--- src/rtl/mem_arbiter.sv ---
// Two-master memory arbiter. The CPU and the IOP take turns owning one
// synchronous RAM port, and they hand it over by writing a mailbox word.
//
//   state     | meaning
//   ----------+----------------------------------------------------------
//   ST_CPU    | CPU owns the port; its accesses pass straight through
//   ST_TO_IOP | idle gap after the CPU mailbox write; nobody is granted
//   ST_IOP    | IOP owns the port; its accesses pass straight through
//   ST_TO_CPU | idle gap after the IOP mailbox write; nobody is granted
module mem_arbiter #(
    parameter logic [16:0] MBOX_TO_IOP = 17'h20,
    parameter logic [16:0] MBOX_TO_CPU = 17'h21,
    parameter int unsigned TURN_CYCLES = 1
) (
    input  logic         clock,
    input  logic         reset,
    input  logic         cpu_req,
    input  logic [15:31] cpu_address,
    input  logic [0:3]   cpu_write_en,
    input  logic [0:31]  cpu_data_out,
    output logic         cpu_gnt,
    output logic [0:31]  cpu_data_in,
    output logic         cpu_rvalid,
    input  logic         iop_req,
    input  logic [15:31] iop_address,
    input  logic [0:3]   iop_write_en,
    input  logic [0:31]  iop_data_out,
    output logic         iop_gnt,
    output logic [0:31]  iop_data_in,
    output logic         iop_rvalid,
    output logic [15:31] memory_address,
    output logic [0:3]   mem_write_en,
    output logic [0:31]  memory_data_in,
    input  logic [0:31]  memory_data_out,
    output logic         cpu_active,
    output logic [1:0]   owner_state
);

    typedef enum logic [1:0] {
        ST_CPU    = 2'd0,
        ST_TO_IOP = 2'd1,
        ST_IOP    = 2'd2,
        ST_TO_CPU = 2'd3
    } owner_t;

    localparam logic [3:0] TURN_LOAD = 4'(TURN_CYCLES - 1);

    owner_t         state_q, state_d;
    logic [3:0]     turn_q, turn_d;
    logic [15:31]   addr_q;
    logic [0:31]    data_q;
    logic           cpu_rvalid_q, cpu_rvalid_d;
    logic           iop_rvalid_q, iop_rvalid_d;
    logic           cpu_grant, iop_grant;

    // Grants: only the owner sees its request honoured. Reset is folded in so
    // nothing leaks to memory while reset is held, even between clock edges.
    always_comb begin
        cpu_grant = (state_q == ST_CPU) && cpu_req && !reset;
        iop_grant = (state_q == ST_IOP) && iop_req && !reset;
        cpu_gnt   = cpu_grant;
        iop_gnt   = iop_grant;
    end

    // Memory port mux: pass the granted master through, otherwise hold the
    // last address/data and suppress writes.
    always_comb begin
        memory_address = addr_q;
        memory_data_in = data_q;
        mem_write_en   = 4'b0000;
        if (cpu_grant) begin
            memory_address = cpu_address;
            memory_data_in = cpu_data_out;
            mem_write_en   = cpu_write_en;
        end else if (iop_grant) begin
            memory_address = iop_address;
            memory_data_in = iop_data_out;
            mem_write_en   = iop_write_en;
        end
    end

    // Next-state logic for ownership and the turnaround down-counter.
    always_comb begin
        state_d      = state_q;
        turn_d       = turn_q;
        cpu_rvalid_d = cpu_grant && (cpu_write_en == 4'b0000);
        iop_rvalid_d = iop_grant && (iop_write_en == 4'b0000);
        case (state_q)
            ST_CPU: begin
                if (cpu_grant && cpu_write_en[0] && (cpu_address == MBOX_TO_IOP)) begin
                    state_d = ST_TO_IOP;
                    turn_d  = TURN_LOAD;
                end
            end
            ST_TO_IOP: begin
                if (turn_q == 4'd0) begin
                    state_d = ST_IOP;
                end else begin
                    turn_d = turn_q - 4'd1;
                end
            end
            ST_IOP: begin
                if (iop_grant && iop_write_en[0] && (iop_address == MBOX_TO_CPU)) begin
                    state_d = ST_TO_CPU;
                    turn_d  = TURN_LOAD;
                end
            end
            ST_TO_CPU: begin
                if (turn_q == 4'd0) begin
                    state_d = ST_CPU;
                end else begin
                    turn_d = turn_q - 4'd1;
                end
            end
            default: state_d = ST_CPU;
        endcase
    end

    // State, counter, held memory port values and read-valid pipeline.
    always_ff @(posedge clock or posedge reset) begin
        if (reset) begin
            state_q      <= ST_CPU;
            turn_q       <= 4'd0;
            addr_q       <= '0;
            data_q       <= '0;
            cpu_rvalid_q <= 1'b0;
            iop_rvalid_q <= 1'b0;
        end else begin
            state_q      <= state_d;
            turn_q       <= turn_d;
            addr_q       <= memory_address;
            data_q       <= memory_data_in;
            cpu_rvalid_q <= cpu_rvalid_d;
            iop_rvalid_q <= iop_rvalid_d;
        end
    end

    // Read data is shared; consumers qualify it with their own rvalid.
    always_comb begin
        cpu_data_in = memory_data_out;
        iop_data_in = memory_data_out;
        cpu_rvalid  = cpu_rvalid_q;
        iop_rvalid  = iop_rvalid_q;
        cpu_active  = (state_q == ST_CPU) || (state_q == ST_TO_CPU);
        owner_state = state_q;
    end

endmodule
--- config.mk ---
export PLATFORM = sky130hd
export DESIGN_NAME = mem_arbiter
export DESIGN_NICKNAME = d
export VERILOG_FILES = /design/src/rtl/mem_arbiter.sv
export SDC_FILE = /design/constraint.sdc
export NUM_CORES = 1
export LEC_CHECK = 0
export BUFFER_PORTS_ARGS = -buffer_cell sky130_fd_sc_hd__buf_2
export CORE_AREA = 2 2 104 106
export CTS_BUF_LIST = sky130_fd_sc_hd__clkbuf_8
export DETAILED_ROUTE_END_ITERATION = 12
export DIE_AREA = 0 0 106 108
export MAX_ROUTING_LAYER = met4
export PLACE_DENSITY = 0.69
export SYNTH_ARGS = -nofsm -noshare
export SYNTH_HDL_FRONTEND = slang
export SYNTH_SLANG_ARGS = --single-unit
export TNS_END_PERCENT = 1
--- constraint.sdc ---
create_clock -name clock -period 6.6 [get_ports clock]
set_input_delay 0.66 -clock clock [delete_from_list [all_inputs] [get_ports clock]]
set_output_delay 0.66 -clock clock [all_outputs]
set_load 0.01 [all_outputs]
Word-level counts from Yosys, hierarchy flattened
Cells that the tools add are included.
{"block": "op_classes", "eq_ne": 10, "mux": 15, "reduce_logical": 19, "addsub": 1}
{"operator": "two-way mux 32 bit", "n": 2}
{"operator": "equality test 17 x 6 -> 1 bit, second input constant", "n": 2}
{"operator": "two-way mux 17 bit", "n": 2}
{"operator": "two-way mux 4 bit", "n": 5}
{"operator": "zero test 4 bit", "n": 3}
{"operator": "case mux 4 bit (3 select lines)", "n": 1}
{"operator": "logical AND 1 bit", "n": 10}
{"operator": "two-way mux 2 bit", "n": 4}
{"operator": "case mux 2 bit (4 select lines)", "n": 1}
{"operator": "inequality test 2 bit, second input constant", "n": 3}
{"operator": "equality test 2 bit, second input constant", "n": 2}
{"operator": "inequality test 2 x 1 -> 1 bit, second input constant", "n": 2}
{"operator": "AND reduction 4 bit", "n": 1}
{"operator": "subtractor 4 x 1 -> 4 bit, second input constant", "n": 1}
{"operator": "AND reduction 3 bit", "n": 1}
{"operator": "equality test 2 x 1 -> 1 bit, second input constant", "n": 1}
{"operator": "zero test 2 bit", "n": 1}
{"operator": "OR reduction 2 bit", "n": 1}
{"operator": "zero test 1 bit", "n": 1}
{"operator": "logical OR 1 bit", "n": 1}
{"block": "totals", "input_bits": 142, "word_cells": 51, "output_inout_bits": 124, "regBits": 57}

Logic depth before layout (Yosys ltp)
Gate-level depths: netlist (run 1).
{"block": "logic_depth", "depth_word": 7, "depth_mapped": 8, "ltp_nobuf": 8}

Worst setup path after synthesis (run 1)
OpenSTA, ideal clock, no wires.
{"block": "synth_timing", "path_type": "input to output", "from": "input port reset", "to": "output port memory_data_in[10] in the netlist's numbering", "t_arrival_ps": 3061, "required_time_ps": 5940, "path_buffers": 1, "setup_slack_ps": 2879, "path_stages": 6, "path_cell_list": "inv_1 > nand3_1 > inv_2 > buf_2 > mux2i_1 > o21ai_0"}
{"block": "synth_between", "elab_chain_len": 4, "elab_cells_between_ends": 5, "classes_between": "mux (2); reduce/logical (3)"}
{"item": "start: declaration", "line": "16", "source": "input logic reset,"}
{"item": "zero test 1 bit (no line)"}
{"item": "logical AND 1 bit", "line": "60", "source": "iop_grant = (state_q == ST_IOP) && iop_req && !reset;"}
{"item": "via iop_gnt", "line": "28", "source": "output logic iop_gnt,"}
{"item": "two-way mux 32 bit", "line": "75", "source": "end else if (iop_grant) begin"}
{"item": "two-way mux 32 bit", "line": "71", "source": "if (cpu_grant) begin"}
{"item": "end: declaration", "line": "33", "source": "output logic [0:31] memory_data_in,"}
The timed path passes the listed nets, and every way through them passes these cells.

Final worst setup path (run 1)
{"block": "layout_timing", "from": "input port reset", "to": "output port memory_data_in[11] in the netlist's numbering"}
{"block": "layout_between", "elab_chain_len": 4, "elab_cells_between_ends": 5, "classes_between": "mux (2); reduce/logical (3)"}
{"item": "zero test 1 bit (no line) (*)"}
{"item": "logical AND 1 bit", "line": "60"}
{"item": "two-way mux 32 bit", "line": "75"}
{"item": "two-way mux 32 bit (*)", "line": "71"}
Every way passes the cells marked *; elsewhere a longest branch is shown, timed or not.

==> results of run 1 <==
==> flip-flops by register name, indices dropped and copies added (netlist names) <==
name         cells
owner_state      2
turn_q           4
iop_rvalid       1
data_q          32
addr_q          17
cpu_rvalid       1
==> metrics by stage <==
stage          hold slack [ns]    util
6_report                0.5342  0.3949
4_1_cts                 0.5369  0.3949
2_1_floorplan           0.4797       -
3_3_place_gp            0.5119  0.3770
3_5_place_dp            0.5221  0.3770
5_1_grt                 0.5643  0.3949
==> critical path: cells and delay by family <==
| kind | cells | cell delay (ns) |
|---|---|---|
| buffers and inverters | 6 | 2.08 |
| AO/OA/AOI/OAI | 1 | 0.30 |
| AND/OR/NAND/NOR | 1 | 0.25 |
| multiplexers | 1 | 0.12 |
==> layer usage <==
metal	vias up	routed length, um	track usage	share of wire
met5	-	0	-	0
met4	0	236	0.07049	0.028
met3	31	660	0.03195	0.077
met2	135	4153	0.2512	0.48
met1	1236	3529	0.1781	0.41
li1	1338	-	-	-
==> cell usage in the layout, fill, tap and decap left out, types with 2 or more instances in the layout <==
master    synthesis  routed
buf_2             6     169
dfrtp_1          57      57
mux2i_1          52      52
nand2_1          52      52
o21ai_0          49      49
clkbuf_8          0      10
inv_1             8       7
nor2_1            7       7
nor3_1            5       5
ha_1              5       5
a22o_1            4       4
nor4_1            4       4
and2_1            3       3
nor4b_1           3       3
clkinv_2          0       3
buf_4            64       3
inv_2             1       2
a21oi_1           2       2
nand4_1           2       2
a32o_1            2       2
==> cells by family after synthesis <==
| family | synth area share |
|---|---|
| flops | 0.4233 |
| fa+ha+maj | 0.01857 |
| buf+inv | 0.1738 |
| compound gates | 0.1088 |
| xor+xnor | 0.002600 |
| simple gates | 0.1140 |
| mux | 0.1589 |
==> how the worst max path moves through the flow <==
| stage | cells past startpoint | endpoint | slack, ns |
|---|---|---|---|
| 2_1_floorplan | 6 | memory_data_in[10] | 2.88 |
| 3_3_place_gp | 9 | memory_data_in[11] | 2.50 |
| 3_5_place_dp | 9 | memory_data_in[11] | 2.43 |
| 4_1_cts | 9 | memory_data_in[11] | 2.42 |
| 5_1_grt | 9 | memory_address[24] | 2.13 |
| 6_report | 9 | memory_data_in[11] | 2.48 |
==> power by group through the flow <==
stage               clock [W]  sequential (W)  combinational [W]
floorplan                   0        0.000400           0.000122
global placement            0        0.000401           0.000166
detailed placement          0        0.000403           0.000170
CTS                  0.000326        0.000396           0.000170
global route         0.000339        0.000400           0.000188
finish               0.000311        0.000396           0.000168
==> final cells by class <==
type,instances,area share
clock buffer,10,0.03407
clock inverter,4,0.01115
inverter,9,0.008362
multi-input combinational,203,0.3363
sequential,57,0.3531
tap,136,0.04212
timing repair buffer,172,0.2149
==> results.sh, run 1 <==
export IMPL_worstPathMaxFanout=58
export IMPL_crit_slowest_cell="inv_2"
export IMPL_drv_slew=0
export IMPL_initial_core_util=0.3293
export IMPL_root_buffer="clkbuf_8"
export IMPL_comb_power_share=0.192
export IMPL_power_switching_share=0.2708
export IMPL_grt_pass1_vias=2691
export IMPL_ys_warn_count=0
export IMPL_power_w=0.0008752
export IMPL_netlist_top_cells_count="buf_4 (64), dfrtp_1 (57), mux2i_1 (52), nand2_1 (52), o21ai_0 (49)"
export IMPL_numClockSinks=57
export IMPL_final_area_um2=4040
export IMPL_wl_per_cell_um=14.52
export IMPL_cts_hold_fix_buffers=0
export IMPL_via_count=2740
export IMPL_synth_ff_type="dfrtp_1"
export IMPL_grt_overflow=0
export IMPL_min_path_cells=1
export IMPL_hpwl_mm=6.609
export IMPL_drt_first_iter_violations=165
export IMPL_r2r_end="turn_q[3]"
export IMPL_path_clk_slew_ns=0.06
export IMPL_synth_async_reset_ratio=1.000
export IMPL_setup_violations=0
export IMPL_dr_pass1_iters=4
export IMPL_syn_num_nets=497
export IMPL_wirelength_mm=8.580
export IMPL_ys_seq_elements=57
export IMPL_die_y_um=108
export IMPL_setup_tns_ns=0
export IMPL_num_nets_final=599
export IMPL_fin_worst_skew_ns=0.009300
export IMPL_critPathLaunchType="input pin"
export IMPL_synthCells=350
export IMPL_place_area_um2=3857
export IMPL_cts_buffers_inserted=9
export IMPL_tritoncts="built"
export IMPL_drcViolationCount=0
export IMPL_synth_top_area_share=0.4233
export IMPL_final_hold_viol_count=0
export IMPL_syn_area_um2=3369
export IMPL_synth_edf_count=0
export IMPL_syn_to_final_growth_pct=19.90
export IMPL_r2r_slack_ns=3.24
export IMPL_rsz0062_at_grt="no"
export IMPL_fmax_mhz=242.9
export IMPL_arrival_ns=3.46
export IMPL_crit_start="reset"
export IMPL_yosysSeqAreaShare=0.4233
export IMPL_synth_top_cells_by_area="dfrtp_1 (42%), mux2i_1 (15%), buf_4 (14%)"
export IMPL_preCtsSetupSlack_ns=2.427
export IMPL_min_to="turn_q[2]"
export IMPL_htree_levels=3
export IMPL_regArea_um2=1426
export IMPL_p_clk_frac=0.356
export IMPL_diodes=0
export IMPL_cts_buffer_depth=2
export IMPL_p_int_w=0.0006382
export IMPL_worst_setup_path_end_kind="output pin"
export IMPL_relSlewSlack=0.4503
export IMPL_die_area_um2=11450
export IMPL_syn_avg_cell_area_um2=9.627
export IMPL_finalCriticalPeriod_ns=4.117
export IMPL_grt_first_pass_wirelength_mm=13.09
export IMPL_drv_cap=0
export IMPL_r2r_start="owner_state[0]"
export IMPL_fin_cells=591
export IMPL_drive_gt1_frac=0.4264
export IMPL_cp_data_required_time_ns=5.94
export IMPL_worstSetupPathType="in2out"
export IMPL_crit_chain="buf_2, inv_2, buf_4, nand3_1, inv_2, buf_4, mux2i_1, o21ai_0, buf_2"
export IMPL_rows=37
export IMPL_netlist_cell_type_count=33
export IMPL_worst_pin_slew_ns=0.8233
export IMPL_status="completed"
export IMPL_yosysTopAreaCell="dfrtp_1"
export IMPL_yosys_cell_count_top_type="buf_4"
export IMPL_antenna_left=0
export IMPL_die_w_um=106
export IMPL_layout_setup_ws_ns=2.483
export IMPL_track_usage=0.1518
export IMPL_fillers=1021
export IMPL_ios=266
export IMPL_via_per_inst=4.636
export IMPL_power_density_nw_per_um2=216.6
export IMPL_reg2reg_depth=9
export IMPL_port_buffers=169
export IMPL_grt_max_degree=71
export IMPL_power_switching_w=0.0002370
export IMPL_power_leakage_nw=1.925
export IMPL_clk_latency_ns=0.32
export IMPL_antenna_found_initial=0
export IMPL_coreArea_um2=10230
export IMPL_ir_drop_mv=0.08304
export IMPL_post_cts_buffers=0
export IMPL_hold_path_class="reg2reg"
export IMPL_cts_resized=0
export IMPL_multi_input_area_um2=1359
export IMPL_seq_power_share=0.453
export IMPL_cpPeakStageDelay_ns=0.67
export IMPL_place_congestion=0.8378
export IMPL_worstHoldStart="turn_q[2]"
export IMPL_place_inst=577
export IMPL_fin_crit_sh=0.6238
Power figures use the tool's default switching activity.
==> run 2: changes to the inputs <==
--- a/config.mk
+++ b/config.mk
@@ -5,13 +5,15 @@
 export SDC_FILE = /design/constraint.sdc
 export NUM_CORES = 1
 export LEC_CHECK = 0
+export ABC_AREA = 1
 export BUFFER_PORTS_ARGS = -buffer_cell sky130_fd_sc_hd__buf_2
-export CORE_AREA = 2 2 104 106
+export CORE_ASPECT_RATIO = 0.8
+export CORE_MARGIN = 2
+export CORE_UTILIZATION = 37
 export CTS_BUF_LIST = sky130_fd_sc_hd__clkbuf_8
 export DETAILED_ROUTE_END_ITERATION = 12
-export DIE_AREA = 0 0 106 108
 export MAX_ROUTING_LAYER = met4
-export PLACE_DENSITY = 0.69
+export PLACE_DENSITY = 0.79
 export SYNTH_ARGS = -nofsm -noshare
 export SYNTH_HDL_FRONTEND = slang
 export SYNTH_SLANG_ARGS = --single-unit
==> constraint.sdc (replaced) <==
create_clock -name clock -period 3.7 [get_ports clock]
set_input_delay 0.37 -clock clock [delete_from_list [all_inputs] [get_ports clock]]
set_output_delay 0.37 -clock clock [all_outputs]
set_load 0.01 [all_outputs]
==> results.sh, run 2 <==
export IMPL_antenna_found_initial=0
export IMPL_wl_met1_mm=3.742
export IMPL_root_buffer="clkbuf_8"
export IMPL_via_count=3223
export IMPL_relSlewSlack=0.4261
export IMPL_worstPathMaxFanout=48
export IMPL_track_usage=0.1850
export IMPL_cts_hold_fix_buffers=0
export IMPL_arrival_ns=2.44
export IMPL_power_leakage_nw=2.145
export IMPL_cts_buffer_depth=2
export IMPL_fin_cells=665
export IMPL_setup_tns_ns=0
export IMPL_crit_chain="inv_1, ha_1, nand2_2, nor2_4, inv_2, buf_4, a31oi_1, buf_2"
export IMPL_numClockSinks=57
export IMPL_tritoncts="built"
export IMPL_fmax_mhz=356.1
export IMPL_power_density_nw_per_um2=758.4
export IMPL_grt_overflow=0
export IMPL_largest_reg_flops=32
export IMPL_worst_setup_path_end_kind="output pin"
export IMPL_die_area_um2=9979
export IMPL_path_clk_slew_ns=0.07
export IMPL_wl_met3_um=863
export IMPL_crit_slowest_cell="dfrtp_1"
export IMPL_layout_setup_ws_ns=0.8917
export IMPL_ys_warn_count=0
export IMPL_drcViolationCount=0
export IMPL_synthCells=446
export IMPL_final_hold_viol_count=0
export IMPL_largest_registers="data_q x32, addr_q x17, turn_q x4"
export IMPL_port_buffers=169
export IMPL_finalCriticalPeriod_ns=2.808
export IMPL_hold_path_class="in2reg"
export IMPL_ios=266
export IMPL_setup_violations=0
export IMPL_crit_buf_inv=4
export IMPL_die_w_um=111.2
export IMPL_final_cell_mix="buf_2 (169), nand2_1 (124), nor2_1 (71), dfrtp_1 (57), a31oi_1 (45)"
export IMPL_utilization=0.4472
export IMPL_preCtsSetupSlack_ns=1.241
export IMPL_syn_area_um2=3401
export IMPL_diodes=0
export IMPL_syn_avg_cell_area_um2=7.625
export IMPL_multi_input_area_um2=1304
export IMPL_cts_resized=0
export IMPL_critPathLaunchType="register"
export IMPL_drv_cap=0
export IMPL_grt_max_degree=59
export IMPL_cts_buffers_inserted=9
export IMPL_synth_edf_count=0
export IMPL_syn_to_final_growth_pct=18.32
export IMPL_dr_pass1_iters=4
export IMPL_regMostFlops="data_q"
export IMPL_die_y_um=89.75
export IMPL_syn_num_nets=593
export IMPL_coreArea_um2=8999
export IMPL_yosysTopAreaCell="dfrtp_1"
export IMPL_regArea_um2=1426
export IMPL_grt_pass1_vias=3224
export IMPL_cpPeakStageDelay_ns=0.42
export IMPL_drt_first_iter_violations=157
export IMPL_top_layer_used="met4"
export IMPL_grt_first_pass_wirelength_mm=14.84
export IMPL_synth_top_cells_by_area="dfrtp_1 (42%), buf_4 (14%), nand2_1 (14%)"
export IMPL_cp_top_family="buffers and inverters"
export IMPL_wirelength_mm=9.092
export IMPL_drive_gt1_frac=0.3618
export IMPL_ir_drop_mv=0.4191
export IMPL_cp_data_required_time_ns=3.33
export IMPL_yosysSeqAreaShare=0.4194
export IMPL_fillers=912
export IMPL_worst_pin_slew_ns=0.8609
export IMPL_routed_wl_met2_mm=4.344
export IMPL_ys_seq_elements=57
export IMPL_wl_per_cell_um=13.67
export IMPL_post_cts_buffers=0
export IMPL_place_inst=649
export IMPL_netlist_top_cells_count="nand2_1 (124), nor2_1 (71), buf_4 (65), dfrtp_1 (57), a31oi_1 (45)"
export IMPL_place_congestion=0.8550
export IMPL_drv_slew=0
export IMPL_antenna_left=0
export IMPL_hold_slack_ns=0.2034
export IMPL_worstSetupPathType="reg2out"
export IMPL_initial_core_util=0.3779
export IMPL_hpwl_mm=6.749
export IMPL_rsz0062_at_grt="no"
export IMPL_yosys_cell_count_top_type="nand2_1"
export IMPL_num_nets_final=692
export IMPL_via_per_inst=4.847
export IMPL_fin_crit_sh=0.7590
export IMPL_synth_async_reset_ratio=1.000
export IMPL_mostFrequentLayoutCell="buf_2"
export IMPL_synth_ff_type="dfrtp_1"
export IMPL_rows=31
export IMPL_synth_top_area_share=0.4194
export IMPL_netlist_cell_type_count=21
export IMPL_status="completed"
export IMPL_clk_latency_ns=0.33
export IMPL_fin_worst_skew_ns=0.005856
export IMPL_htree_levels=3
-- run 2: cell types whose count changed in the layout (fill, tap and decap cells not counted), moves of 5 or more --
| cell | previous run | this run |
|---|---|---|
| a31oi_1 | 0 | 45 |
| inv_1 | 7 | 18 |
| mux2i_1 | 52 | 0 |
| nand2_1 | 52 | 124 |
| nand4_1 | 2 | 7 |
| nor2_1 | 7 | 71 |
| o21ai_0 | 49 | 9 |
-- run 2: through the flow --
stage          total power (W)  cell area, um^2
2_1_floorplan         0.001995             3401
3_3_place_gp          0.002438             3829
3_5_place_dp          0.002490             3829
4_1_cts               0.003089             4024
5_1_grt               0.003307             4024
6_report              0.003052             4024
-- run 2: final cells by class --
cell class              instances  share of cell area
multi-input cells             283              0.3240
well taps                     115             0.03576
flip-flops and latches         57              0.3545
clock buffers                  10             0.03420
clock inverters                 6             0.01430
repair buffers                173              0.2177
inverters                      21             0.01959
-- run 2: worst paths after layout --
check | slack (ns) | endpoint | cells past startpoint | startpoint
setup / recovery | 0.89 | memory_data_in[21] | 8 | owner_state[0]
hold / removal | 0.20 | iop_rvalid | 2 | iop_write_en[3]
setup reg to reg | 1.67 | data_q[21] | 7 | owner_state[0]
hold reg to reg | 0.51 | turn_q[1] | 2 | turn_q[1]
max in group asynchronous | 2.91 | data_q[29] | 3 | reset
min in group asynchronous | 0.29 | owner_state[1] | 3 | reset
-- run 2: logic make-up (layout without fill, tap and decap cells) --
| kind of cell | count (synthesis) | in the layout | share of synthesized area |
|---|---|---|---|
| XOR/XNOR | 2 | 2 | 0.005152 |
| flip-flops | 57 | 57 | 0.4194 |
| AND/OR/NAND/NOR | 216 | 216 | 0.2550 |
| AO/OA/AOI/OAI | 60 | 60 | 0.1049 |
| adder cells (fa/ha/maj) | 5 | 5 | 0.01840 |
| buffers and inverters | 106 | 210 | 0.1972 |
-- run 2: routing by layer --
layer	up-vias	global-route usage
met5	-	-
met4	0	0.05453
met3	17	0.06945
met2	182	0.2962
met1	1457	0.2192
li1	1567	-
-- run 2: power by group --
group | total, W | switching [W] | leakage, nW | internal (W)
sequential | 0.00101 | 0.0000918 | 0.654 | 0.000919
combinational | 0.00147 | 0.000891 | 1.39 | 0.000576
clock | 0.000574 | 0.000250 | 0.102 | 0.000324
==> run 3: changes to the inputs <==
==> constraint.sdc (replaced) <==
create_clock -name clock -period 2.5 [get_ports clock]
set_input_delay 0.25 -clock clock [delete_from_list [all_inputs] [get_ports clock]]
set_output_delay 0.25 -clock clock [all_outputs]
set_load 0.01 [all_outputs]
==> results.sh, run 3 (synthesis results as in run 2) <==
export IMPL_drive_gt1_frac=0.3682
export IMPL_layout_setup_ws_ns=0.1361
export IMPL_die_area_um2=9979
export IMPL_via_count=3212
export IMPL_wl_per_cell_um=13.79
export IMPL_ir_drop_mv=0.4531
export IMPL_fmax_mhz=423.0
export IMPL_hold_path_class="in2reg"
export IMPL_cts_buffers_inserted=9
export IMPL_place_congestion=0.7864
export IMPL_worstSetupPathType="reg2out"
export IMPL_crit_slowest_cell="dfrtp_1"
export IMPL_power_leakage_nw=2.173
export IMPL_antenna_found_initial=0
export IMPL_critPathLaunchType="register"
export IMPL_place_inst=653
export IMPL_worstPathMaxFanout=50
export IMPL_rsz0062_at_grt="yes"
export IMPL_root_buffer="clkbuf_8"
export IMPL_drv_slew=0
export IMPL_setup_violations=0
export IMPL_htree_levels=3
export IMPL_cp_data_required_time_ns=2.25
export IMPL_cpPeakStageDelay_ns=0.42
export IMPL_preCtsSetupSlack_ns=0.3638
export IMPL_ios=266
export IMPL_initial_core_util=0.3779
export IMPL_cts_buffer_depth=2
export IMPL_wirelength_mm=9.225
export IMPL_setup_tns_ns=0
export IMPL_die_w_um=111.2
export IMPL_clk_latency_ns=0.33
export IMPL_status="completed"
export IMPL_coreArea_um2=8999
export IMPL_finalCriticalPeriod_ns=2.364
export IMPL_dr_pass1_iters=5
export IMPL_largest_registers="data_q x32, addr_q x17, turn_q x4"
export IMPL_syn_to_final_growth_pct=20.64
export IMPL_mostFrequentLayoutCell="buf_2"
export IMPL_antenna_left=0
export IMPL_final_hold_viol_count=0
export IMPL_power_density_nw_per_um2=1116
export IMPL_arrival_ns=2.11
export IMPL_crit_chain="inv_1, ha_1, nand2_2, nor2_4, inv_2, buf_12, nor2_1, a31oi_1, buf_2"
export IMPL_grt_overflow=0
export IMPL_worst_pin_slew_ns=0.7239
export IMPL_regMostFlops="data_q"
export IMPL_post_cts_buffers=0
export IMPL_diodes=0
export IMPL_grt_pass1_vias=3090
export IMPL_grt_first_pass_wirelength_mm=14.58
export IMPL_hpwl_mm=6.942
export IMPL_tritoncts="built"
export IMPL_numClockSinks=57
export IMPL_utilization=0.4559
export IMPL_fin_crit_sh=0.9456
export IMPL_via_per_inst=4.801
export IMPL_track_usage=0.1839
export IMPL_port_buffers=169
export IMPL_worst_setup_path_end_kind="output pin"
export IMPL_drcViolationCount=0
export IMPL_num_nets_final=696
export IMPL_final_cell_mix="buf_2 (169), nand2_1 (124), nor2_1 (71), dfrtp_1 (57), a31oi_1 (43)"
export IMPL_rows=31
export IMPL_drt_first_iter_violations=131
export IMPL_fin_worst_skew_ns=0.007716
export IMPL_grt_max_degree=58
export IMPL_largest_reg_flops=32
export IMPL_path_clk_slew_ns=0.07
export IMPL_drv_cap=0
export IMPL_die_y_um=89.75
export IMPL_cts_hold_fix_buffers=0
export IMPL_relSlewSlack=0.5174
export IMPL_fin_cells=669
[run 3: cell types whose count changed in the layout (fill, tap and decap cells not counted)]
cell,delta
a31oi_1,-2
a31oi_2,+2
buf_12,+1
buf_4,-1
buf_6,+3
buf_8,+1
clkinv_2,-2
clkinvlp_4,+2
inv_1,+1
inv_2,-1
[run 3: layout make-up]
type,count,area (um^2)
fill,890,4896
timing repair buffer,177,937.1
clock buffer,10,137.6
clock inverter,6,58.81
tap,115,143.9
multi-input combinational,283,1316
sequential,57,1426
inverter,21,82.58
[run 3: report_power, final]
part           leakage [nW]  internal (W)  switching, W
Clock                0.0995      0.000480      0.000374
Combinational          1.42      0.000888       0.00133
Sequential            0.654       0.00136      0.000143
[run 3: critical path: cells and delay by family, from the launching register on]
family / cells / cell delay (ns)
simple gates: 3 / 0.25
compound gates: 1 / 0.24
flops: 1 / 0.42
buf+inv: 4 / 0.60
fa+ha+maj: 1 / 0.25
[run 3: metal layers]
metal	wire length [um]	GRT usage	vias to the layer above
li1	-	-	1581
met1	3804	0.2117	1445
met2	4506	0.3074	166
met3	790	0.05934	20
met4	123	0.05761	0
met5	0	-	-
[run 3: final timing paths]
kind                       cells past startpoint       startpoint  slack [ns]                  to
min                                            2  cpu_write_en[2]        0.08          cpu_rvalid
min reg2reg                                    2        turn_q[3]        0.53           turn_q[3]
max in group asynchronous                      3            reset        1.78          addr_q[18]
max reg2reg                                   12   owner_state[0]        0.47           turn_q[2]
min in group asynchronous                      3            reset        0.21          addr_q[15]
max                                            9   owner_state[0]        0.14  memory_data_in[19]
[run 3: stage by stage]
step	power (W)	instance area (um^2)	hold WS (ns)
global placement	0.003628	3875	0.4262
detailed placement	0.003722	3875	0.4279
finish	0.004578	4103	0.08475
floorplan	0.002953	3405	0.3198
global route	0.004957	4103	0.08157
CTS	0.004620	4075	0.06413
[run 3: what timing repair did]
action | CTS | global route
gates resized for setup | 1 | 6
setup endpoints to repair | 1 | 20
pin swaps | 0 | 0
cloned | 0 | 0
